[src/rtl/iagc_window_stats_pkg.sv]
// ============================================================================
// Module   : iagc_pkg
// Brief    : Status codes and default widths shared by the IAGC sample trigger
//            and the window statistics stage.
// Revision : 1.0
// ============================================================================
`default_nettype none

package iagc_pkg;

    localparam int ADC_DATA_SIZE_DEFAULT    = 14;
    localparam int IAGC_STATUS_SIZE_DEFAULT = 4;

    localparam logic [3:0] IAGC_STATUS_RESET = 4'b0000;
    localparam logic [3:0] IAGC_STATUS_INIT  = 4'b0001;

endpackage : iagc_pkg

`default_nettype wire

[src/rtl/iagc_window_stats_if.sv]
// ============================================================================
// Module   : iagc_window_stats_if
// Brief    : Sample-in / result-out bundle of the window statistics stage.
//            The slave modport is the statistics block, master is its peer.
// Revision : 1.0
// ============================================================================
`default_nettype none

interface iagc_window_stats_if
    import iagc_pkg::*;
#(
    parameter int ADC_DATA_SIZE    = ADC_DATA_SIZE_DEFAULT,
    parameter int IAGC_STATUS_SIZE = IAGC_STATUS_SIZE_DEFAULT
);

    logic [IAGC_STATUS_SIZE-1:0] i_iagc_status;
    logic                        i_sample_valid;
    logic [ADC_DATA_SIZE-1:0]    i_adc_data;
    logic [ADC_DATA_SIZE-1:0]    o_peak;
    logic [ADC_DATA_SIZE-1:0]    o_mean;
    logic                        o_result_valid;
    logic                        i_result_ready;
    logic                        o_overrun;

    modport slave (
        input  i_iagc_status,
        input  i_sample_valid,
        input  i_adc_data,
        input  i_result_ready,
        output o_peak,
        output o_mean,
        output o_result_valid,
        output o_overrun
    );

    modport master (
        output i_iagc_status,
        output i_sample_valid,
        output i_adc_data,
        output i_result_ready,
        input  o_peak,
        input  o_mean,
        input  o_result_valid,
        input  o_overrun
    );

endinterface : iagc_window_stats_if

`default_nettype wire

[src/rtl/iagc_window_stats_sample_magnitude.sv]
// ============================================================================
// Module   : sample_magnitude
// Brief    : Combinational saturating absolute value of a signed sample; the
//            most negative code maps to the largest positive code.
// Revision : 1.0
// ============================================================================
`default_nettype none

module sample_magnitude #(
    parameter int ADC_DATA_SIZE = 14
) (
    input  logic [ADC_DATA_SIZE-1:0] i_data,
    output logic [ADC_DATA_SIZE-1:0] o_mag
);

    localparam logic [ADC_DATA_SIZE-1:0] c_min_code = {1'b1, {(ADC_DATA_SIZE-1){1'b0}}};
    localparam logic [ADC_DATA_SIZE-1:0] c_max_code = ~c_min_code;

    always_comb begin
        o_mag = i_data;
        if (i_data == c_min_code) begin
            o_mag = c_max_code;
        end else if (i_data[ADC_DATA_SIZE-1]) begin
            o_mag = -i_data;
        end
    end

endmodule : sample_magnitude

`default_nettype wire

[src/rtl/iagc_window_stats.sv]
// ============================================================================
// Module   : iagc_window_stats
// Brief    : Per-window peak and mean magnitude of decimated ADC samples,
//            handed to the IAGC controller over valid/ready.
//            Define IAGC_STATS_PEAK_EN to build the peak tracker.
// Revision : 1.0
// ============================================================================
`default_nettype none

module iagc_window_stats
    import iagc_pkg::*;
#(
    parameter int ADC_DATA_SIZE    = ADC_DATA_SIZE_DEFAULT,
    parameter int WINDOW_LOG2      = 4,
    parameter int IAGC_STATUS_SIZE = IAGC_STATUS_SIZE_DEFAULT
) (
    input  logic                i_clock,
    input  logic                i_reset_n,
    iagc_window_stats_if.slave  bus
);

    localparam int ACC_W = ADC_DATA_SIZE - 1 + WINDOW_LOG2;

    localparam logic [0:0] ST_IDLE  = 1'b0;
    localparam logic [0:0] ST_ACCUM = 1'b1;

    logic [ADC_DATA_SIZE-1:0]   w_mag;
    logic                       w_status_idle;
    logic                       w_step;
    logic                       w_complete;
    logic                       w_load;
    logic [ACC_W-1:0]           w_acc_sum;

    logic [0:0]                 state_q, state_d;
    logic [ADC_DATA_SIZE-1:0]   mag_q, mag_d;
    logic                       mag_vld_q, mag_vld_d;
    logic [WINDOW_LOG2-1:0]     count_q, count_d;
    logic [ACC_W-1:0]           acc_q, acc_d;
    logic [ADC_DATA_SIZE-2:0]   mean_q, mean_d;
    logic                       result_valid_q, result_valid_d;
    logic                       overrun_q, overrun_d;

    sample_magnitude #(
        .ADC_DATA_SIZE (ADC_DATA_SIZE)
    ) u_sample_magnitude (
        .i_data (bus.i_adc_data),
        .o_mag  (w_mag)
    );

    always_comb begin
        w_status_idle = (bus.i_iagc_status == IAGC_STATUS_SIZE'(IAGC_STATUS_RESET)) ||
                        (bus.i_iagc_status == IAGC_STATUS_SIZE'(IAGC_STATUS_INIT));
        w_step        = (state_q == ST_ACCUM) && mag_vld_q && !w_status_idle;
        w_complete    = w_step && (count_q == '1);
        // A pending result is only replaced when it is accepted on the same edge.
        w_load        = w_complete && (!result_valid_q || bus.i_result_ready);
        w_acc_sum     = acc_q + ACC_W'(mag_q);

        state_d        = w_status_idle ? ST_IDLE : ST_ACCUM;
        mag_d          = bus.i_sample_valid ? w_mag : mag_q;
        mag_vld_d      = bus.i_sample_valid && !w_status_idle;
        count_d        = count_q;
        acc_d          = acc_q;
        mean_d         = mean_q;
        result_valid_d = result_valid_q;
        overrun_d      = overrun_q;

        if (result_valid_q && bus.i_result_ready) begin
            result_valid_d = 1'b0;
        end

        if (w_step) begin
            count_d = count_q + WINDOW_LOG2'(1);
            acc_d   = w_complete ? '0 : w_acc_sum;
        end

        if (w_load) begin
            mean_d         = w_acc_sum[ACC_W-1:WINDOW_LOG2];
            result_valid_d = 1'b1;
        end else if (w_complete) begin
            overrun_d = 1'b1;
        end

        if (w_status_idle) begin
            count_d        = '0;
            acc_d          = '0;
            result_valid_d = 1'b0;
            overrun_d      = 1'b0;
        end
    end

    always_ff @(posedge i_clock) begin
        if (!i_reset_n) begin
            state_q        <= ST_IDLE;
            mag_q          <= '0;
            mag_vld_q      <= 1'b0;
            count_q        <= '0;
            acc_q          <= '0;
            mean_q         <= '0;
            result_valid_q <= 1'b0;
            overrun_q      <= 1'b0;
        end else begin
            state_q        <= state_d;
            mag_q          <= mag_d;
            mag_vld_q      <= mag_vld_d;
            count_q        <= count_d;
            acc_q          <= acc_d;
            mean_q         <= mean_d;
            result_valid_q <= result_valid_d;
            overrun_q      <= overrun_d;
        end
    end

`ifdef IAGC_STATS_PEAK_EN
    logic [ADC_DATA_SIZE-1:0] w_peak_max;
    logic [ADC_DATA_SIZE-1:0] peak_run_q, peak_run_d;
    logic [ADC_DATA_SIZE-1:0] peak_q, peak_d;

    always_comb begin
        w_peak_max = (mag_q > peak_run_q) ? mag_q : peak_run_q;
        peak_run_d = peak_run_q;
        peak_d     = peak_q;
        if (w_step) begin
            peak_run_d = w_complete ? '0 : w_peak_max;
        end
        if (w_load) begin
            peak_d = w_peak_max;
        end
        if (w_status_idle) begin
            peak_run_d = '0;
        end
    end

    always_ff @(posedge i_clock) begin
        if (!i_reset_n) begin
            peak_run_q <= '0;
            peak_q     <= '0;
        end else begin
            peak_run_q <= peak_run_d;
            peak_q     <= peak_d;
        end
    end

    assign bus.o_peak = peak_q;
`else
    assign bus.o_peak = '0;
`endif

    assign bus.o_mean         = {1'b0, mean_q};
    assign bus.o_result_valid = result_valid_q;
    assign bus.o_overrun      = overrun_q;

endmodule : iagc_window_stats

`default_nettype wire

[src/flat_wrapper.sv]
// flat-port wrapper written by rule: the top's interface ports become plain ports
module iagc_window_stats_flat import iagc_pkg::*;
#(
    parameter int ADC_DATA_SIZE    = ADC_DATA_SIZE_DEFAULT,
    parameter int WINDOW_LOG2      = 4,
    parameter int IAGC_STATUS_SIZE = IAGC_STATUS_SIZE_DEFAULT
)
  (i_clock, i_reset_n, bus_i_iagc_status, bus_i_sample_valid, bus_i_adc_data, bus_i_result_ready, bus_o_peak, bus_o_mean, bus_o_result_valid, bus_o_overrun);
  iagc_window_stats_if #(.ADC_DATA_SIZE(ADC_DATA_SIZE), .IAGC_STATUS_SIZE(IAGC_STATUS_SIZE)) bus_i ();
  input  logic i_clock;
  input  logic i_reset_n;
  input wire logic [$bits(bus_i.i_iagc_status)-1:0] bus_i_iagc_status;
  input wire logic [$bits(bus_i.i_sample_valid)-1:0] bus_i_sample_valid;
  input wire logic [$bits(bus_i.i_adc_data)-1:0] bus_i_adc_data;
  input wire logic [$bits(bus_i.i_result_ready)-1:0] bus_i_result_ready;
  output wire logic [$bits(bus_i.o_peak)-1:0] bus_o_peak;
  output wire logic [$bits(bus_i.o_mean)-1:0] bus_o_mean;
  output wire logic [$bits(bus_i.o_result_valid)-1:0] bus_o_result_valid;
  output wire logic [$bits(bus_i.o_overrun)-1:0] bus_o_overrun;
  assign bus_i.i_iagc_status = bus_i_iagc_status;
  assign bus_i.i_sample_valid = bus_i_sample_valid;
  assign bus_i.i_adc_data = bus_i_adc_data;
  assign bus_i.i_result_ready = bus_i_result_ready;
  assign bus_o_peak = bus_i.o_peak;
  assign bus_o_mean = bus_i.o_mean;
  assign bus_o_result_valid = bus_i.o_result_valid;
  assign bus_o_overrun = bus_i.o_overrun;
  iagc_window_stats #(.ADC_DATA_SIZE(ADC_DATA_SIZE), .WINDOW_LOG2(WINDOW_LOG2), .IAGC_STATUS_SIZE(IAGC_STATUS_SIZE)) u_core (.i_clock(i_clock), .i_reset_n(i_reset_n), .bus(bus_i));
endmodule
[config.mk]
export PLATFORM = sky130hd
export DESIGN_NAME = iagc_window_stats_flat
export DESIGN_NICKNAME = d
export VERILOG_FILES = /design/src/rtl/iagc_window_stats_pkg.sv /design/src/rtl/iagc_window_stats_if.sv /design/src/rtl/iagc_window_stats_sample_magnitude.sv /design/src/rtl/iagc_window_stats.sv /design/src/flat_wrapper.sv
export SDC_FILE = /design/constraint.sdc
export NUM_CORES = 1
export LEC_CHECK = 0
export ABC_AREA = 1
export BUFFER_PORTS_ARGS = -buffer_cell sky130_fd_sc_hd__buf_2
export CORE_ASPECT_RATIO = 0.9
export CORE_MARGIN = 1
export CORE_UTILIZATION = 45
export CTS_CLUSTER_SIZE = 10
export DETAILED_ROUTE_END_ITERATION = 8
export PLACE_DENSITY = 0.64
export SLEW_MARGIN = 30
export SYNTH_ARGS = -nofsm -noshare
export SYNTH_HDL_FRONTEND = slang
export SYNTH_SLANG_ARGS = --single-unit
[constraint.sdc]
create_clock -name i_clock -period 2.3 [get_ports i_clock]
set_input_delay 0.46 -clock i_clock [delete_from_list [all_inputs] [get_ports i_clock]]
set_output_delay 0.46 -clock i_clock [all_outputs]
set_load 0.02 [all_outputs]
== Word-level counts from Yosys, hierarchy flattened ==
Cells that the tools add are included.

* Flip-flop bits (word level): 52
* Bits of input ports: 22
* Output and inout port bits: 30
* Word-level logic and storage cells: 36

* $add $sub $neg: 3
* Equal/unequal tests: 3
* Muxes and demuxes: 6
* Bitwise operators: 2
* Reductions and logical operators: 14

{| class="wikitable"
|+ Operators by type and width
! cell !! number
|-
| 14-bit two-way mux || 2
|-
| 17-bit by 14-bit adder with 17-bit output || 1
|-
| 17-bit two-way mux || 1
|-
| 14-bit equality test, second input constant || 1
|-
| 14-bit negator || 1
|-
| 1-bit logical AND || 6
|-
| 4-bit by 1-bit adder with 4-bit output, second input constant || 1
|-
| 4-bit by 1-bit equality test with 1-bit output, second input constant || 1
|-
| 4-bit equality test, second input constant || 1
|-
| 4-bit logical NOT || 1
|-
| 1-bit two-way mux || 3
|-
| 1-bit logical NOT || 2
|-
| 1-bit logical OR || 2
|-
| 1-bit inverter || 2
|-
| 2-bit AND reduction || 1
|-
| 2-bit nonzero test || 1
|-
| 2-bit OR reduction || 1
|}

== Logic depth before layout (Yosys ltp) ==
* Depth after elaboration: 8
* Mapped depth: 15

== Cells and area by module ==
A second synthesis with hierarchy kept.

* Cells, all modules: 553
* Area, all modules: 3468.3 µm²

{| class="wikitable"
|+ Modules (own cells, without submodules)
! module !! instances !! cells an instance !! area an instance (µm²) !! sequential area each (µm²)
|-
| iagc_window_stats || 1 || 469 || 3009.1 || 1041.0
|-
| sample_magnitude || 1 || 84 || 459.2 || 0.0
|}

== Least setup slack after synthesis ==
OpenSTA, ideal clock, no wires.

* Kind: register to register
* Start: reg u_core.acc_q[0]
* End: reg u_core.mean_q[10]
* Setup time: 109 ps
* Arrival: 1586 ps
* Data required time: 2191 ps
* Setup slack: 606 ps
* Cell stages (with the launch flop): 16
* Path buffers: 0
* Cell sequence: dfxtp_1 -> ha_1 -> inv_1 -> fa_1 -> inv_1 -> nand2_1 -> nand2_1 -> nand3_1 -> nand2_1 -> nand2_1 -> nand2_1 -> nand2_1 -> nand2_1 -> nand2_1 -> nand2_1 -> inv_1

* Longest elaborated chain between the ends: 1

{| class="wikitable"
|+ RTL lines
! item !! RTL line !! RTL
|-
| from (decl) || iagc_window_stats.sv:38 || <nowiki>logic [ACC_W-1:0] acc_q, acc_d;</nowiki>
|-
| from (signal assigned) || iagc_window_stats.sv:98 || <nowiki>acc_q <= '0;</nowiki>
|-
| from (signal assigned) || iagc_window_stats.sv:107 || <nowiki>acc_q <= acc_d;</nowiki>
|-
| 17-bit by 14-bit adder with 17-bit output || iagc_window_stats.sv:57 || <nowiki>w_acc_sum = acc_q + ACC_W'(mag_q);</nowiki>
|-
| to (signal assigned) || iagc_window_stats.sv:108 || <nowiki>mean_q <= mean_d;</nowiki>
|-
| to (decl) || iagc_window_stats.sv:39 || <nowiki>logic [ADC_DATA_SIZE-2:0] mean_q, mean_d;</nowiki>
|}

No other way between the ends.
A chain may end at the register's enable or synchronous reset.

== Worst setup path in the final report ==
* Start: reg u_core.acc_q[0]
* End: reg u_core.acc_q[10]

* Longest elaborated chain between the ends: 2

{| class="wikitable"
|+ RTL lines
! item !! RTL line !! RTL
|-
| 17-bit by 14-bit adder with 17-bit output || iagc_window_stats.sv:57 ||
|-
| 17-bit two-way mux || iagc_window_stats.sv:74 || <nowiki>acc_d = w_complete ? '0 : w_acc_sum;</nowiki>
|}

No other way between the ends.

==> results.sh <==
export IMPL_crit_chain="ha_1, inv_1, fa_1, inv_1, nand2_1, nand2_1, nand3_1, nand2_1, nand2_1, nand2_1, nand2_1, nand3_1, a21oi_1"
export IMPL_drc=0
export IMPL_p_leak_nw=1.96
export IMPL_gp_routability_congestion=0.916
export IMPL_rsz0062_at_grt="no"
export IMPL_required_ns=2.47
export IMPL_max_stage_delay_ns=0.40
export IMPL_yosys_warnings=0
export IMPL_insertion_delay_ns=0.31
export IMPL_holdBufCountCts=0
export IMPL_switching_power_mw=0.470
export IMPL_cts_tree="done"
export IMPL_area_growth_pct=9.52
export IMPL_grt_first_pass_wirelength_mm=12.5
export IMPL_start_util=0.469
export IMPL_post_synth_main_area_contributors="dfxtp_1, nand2_1, inv_1"
export IMPL_critPathBufInv=2
export IMPL_synth_top_cell_area_share=0.312
export IMPL_clk_pin_slew_ns=0.09
export IMPL_synth_top_area_cell="dfxtp_1"
export IMPL_clkPwrFrac=0.345
export IMPL_clkSinkCount=52
export IMPL_ys_ff_latch=52
export IMPL_vias=3104
export IMPL_ys_seq_area_frac=0.312
export IMPL_use_met3=0.0301
export IMPL_status="finished, final reports clean"
export IMPL_ant_nets=0
export IMPL_routed_via_density=4.75
export IMPL_ff2ff_path_depth=13
export IMPL_synth_edff_count=0
export IMPL_antenna_found_initial=0
export IMPL_finalHoldViolCount=0
export IMPL_ctsLongestPathBuffers=2
export IMPL_grtUsageMet2=0.315
export IMPL_crit_slowest_cell="fa_1"
export IMPL_first_iter_violations=126
export IMPL_clockRootBuffer="clkbuf_8"
export IMPL_die_h_um=83.7
export IMPL_synth_area_um2=3340
export IMPL_synth_flop_cell="dfxtp_1"
export IMPL_avgSynthCellArea_um2=6.37
export IMPL_post_drt_wl_per_cell_um=10.9
export IMPL_port_buffers=35
export IMPL_io_pins=52
export IMPL_busiest_layer="met2"
export IMPL_syn_inst=524
export IMPL_grt_pass1_vias=2807
export IMPL_cap_viol_max_count=0
export IMPL_gr_usage_all_layers=0.199
export IMPL_ys_types=34
export IMPL_crit_top_cell="nand2_1"
export IMPL_drive_above_1_share=0.125
export IMPL_fillers=761
export IMPL_reg2reg_from="u_core.acc_q[0]$_SDFFE_PP0P_"
export IMPL_dieArea_um2=7770
export IMPL_crit_start="u_core.acc_q[0]$_SDFFE_PP0P_"
export IMPL_sw_frac_of_total=0.262
export IMPL_ys_async_sr_fraction=0
export IMPL_routed_wl_mm=7.10
export IMPL_hold_class="in -> reg"
export IMPL_clock_fmax_ghz=0.507
export IMPL_layout_common_cells="nand2_1, inv_1, dfxtp_1, nor2_1, a21oi_1"
export IMPL_cts_resized_gates=0
export IMPL_r2r_slack_ns=0.33
export IMPL_dpl_hpwl_mm=5.48
export IMPL_internal_power_mw=1.33
export IMPL_worstPathArrival_ns=2.14
export IMPL_grt_max_degree=25
export IMPL_layout_commonest_cell="nand2_1"
export IMPL_endpoint="u_core.acc_q[10]$_SDFFE_PP0P_"
export IMPL_die_w_um=92.8
export IMPL_final_core_util=0.514
export IMPL_htree_levels=2
export IMPL_reg2reg_to="u_core.acc_q[10]$_SDFFE_PP0P_"
export IMPL_worst_ir_drop_vdd_uv=222
export IMPL_min_period_over_period=0.857
export IMPL_rows=29
export IMPL_cp_end_kind="flip-flop"
export IMPL_setup_viol=0
export IMPL_p_seq_frac=0.522
export IMPL_period_needed_ns=1.97
export IMPL_slew_violations=0
export IMPL_crit_family="simple AND/OR/NAND/NOR gates"
export IMPL_cts_setup_buffers=0
export IMPL_comb_power_share=0.133
export IMPL_cp_depth=13
export IMPL_critPathKind="reg -> reg"
export IMPL_final_nets=598
export IMPL_overflow=0
export IMPL_cp_start_kind="flip-flop"
export IMPL_cellPowerDensity_nw_per_um2=492
export IMPL_cts_buffers=5
export IMPL_use_met1=0.274
export IMPL_dr_pass1_iters=4
export IMPL_setup_tns_ns=0
export IMPL_timing_slew_headroom=0.512
export IMPL_worst_pin_slew_ns=0.731
export IMPL_num_antenna_cells=0
export IMPL_fin_skew_ns=0.00789
export IMPL_critPathMaxFanout=4
export IMPL_core_area_um2=7110
==> final cells by class <==
type / instances / area (um^2) / area share
clock buffer: 6 / 72.6 / 0.0198
clock inverter: 2 / 35.0 / 0.00958
inverter: 85 / 319 / 0.0873
multi-input combinational: 375 / 1860 / 0.509
sequential: 52 / 1040 / 0.285
tap: 93 / 116 / 0.0318
timing repair buffer: 40 / 213 / 0.0582
==> power by group through the flow <==
| stage | Sequential, mW | Clock [mW] | Combinational [mW] |
|---|---|---|---|
| after CTS | 0.939 | 0.642 | 0.240 |
| after detailed placement | 0.960 | 0 | 0.238 |
| after global placement | 0.960 | 0 | 0.235 |
| after floorplan | 0.954 | 0 | 0.195 |
| final | 0.939 | 0.620 | 0.239 |
| after global routing | 0.942 | 0.673 | 0.275 |
==> flip-flops by register name (all words and copies together), names as in the netlist <==
name                       flops
u_core.bus.o_overrun           1
u_core.bus.o_result_valid      1
u_core.mean_q                 13
u_core.state_q                 1
u_core.acc_q                  17
u_core.mag_vld_q               1
u_core.mag_q                  14
u_core.count_q                 4
==> metrics by stage <==
stage / hold slack [ns] / total power [mW] / instances / instance area (um^2) / worst slack (ns)
final: 0.443 / 1.80 / 653 / 3660 / 0.329
after global routing: 0.449 / 1.89 / 653 / 3660 / 0.102
after global placement: 0.448 / 1.19 / 645 / 3550 / 0.416
after detailed placement: 0.463 / 1.20 / 645 / 3550 / 0.372
after CTS: 0.434 / 1.82 / 653 / 3660 / 0.336
after floorplan: 0.448 / 1.15 / 538 / 3390 / 0.606
==> Yosys cell counts, drive strengths merged (3+ instances only) <==
cell type  count
nand2        163
inv           85
nor2          57
dfxtp         52
a21oi         40
nand3         27
buf           20
o21ai         18
ha            16
nor3           8
clkbuf         6
or2            6
xor2           5
nand4          4
xnor2          4
a31oi          3
o211ai         3
==> per-layer routing <==
layer  vias to the layer above  part of all wire
li1                       1676                 -
met1                      1341              0.50
met2                        75              0.42
met3                        12             0.050
met4                         0             0.022
met5                         -                 0
==> worst min-delay path by stage <==
stage,startpoint,endpoint,cells past startpoint
3_3_place_gp,u_core.bus.o_overrun$_SDFFE_PP0P_,u_core.bus.o_overrun$_SDFFE_PP0P_,2
6_report,bus_i_adc_data[11],u_core.mag_q[11]$_SDFFE_PN0P_,4
2_1_floorplan,u_core.mag_q[13]$_SDFFE_PN0P_,u_core.mag_q[13]$_SDFFE_PN0P_,2
5_1_grt,bus_i_adc_data[11],u_core.mag_q[11]$_SDFFE_PN0P_,4
3_5_place_dp,u_core.acc_q[10]$_SDFFE_PP0P_,u_core.acc_q[10]$_SDFFE_PP0P_,2
4_1_cts,bus_i_adc_data[11],u_core.mag_q[11]$_SDFFE_PN0P_,4
==> worst reg2reg max path, cell delays in order (launching register included) <==
cell and delay [ns]:
dfxtp_1 0.35, ha_1 0.17, inv_1 0.05, fa_1 0.40, inv_1 0.07, nand2_1 0.05, nand2_1 0.12, nand3_1 0.08
nand2_1 0.13, nand2_1 0.09, nand2_1 0.06, nand2_1 0.06, nand3_1 0.13, a21oi_1 0.07
==> cells by family after synthesis <==
kind of cell             share of synthesized area
AO/OA/AOI/OAI                                0.107
XOR/XNOR                                    0.0236
adder cells (fa/ha/maj)                     0.0660
buffers and inverters                        0.147
flip-flops                                   0.312
other                                      0.00112
AND/OR/NAND/NOR                              0.343
No activity file was read; power rests on OpenSTA's default activity.
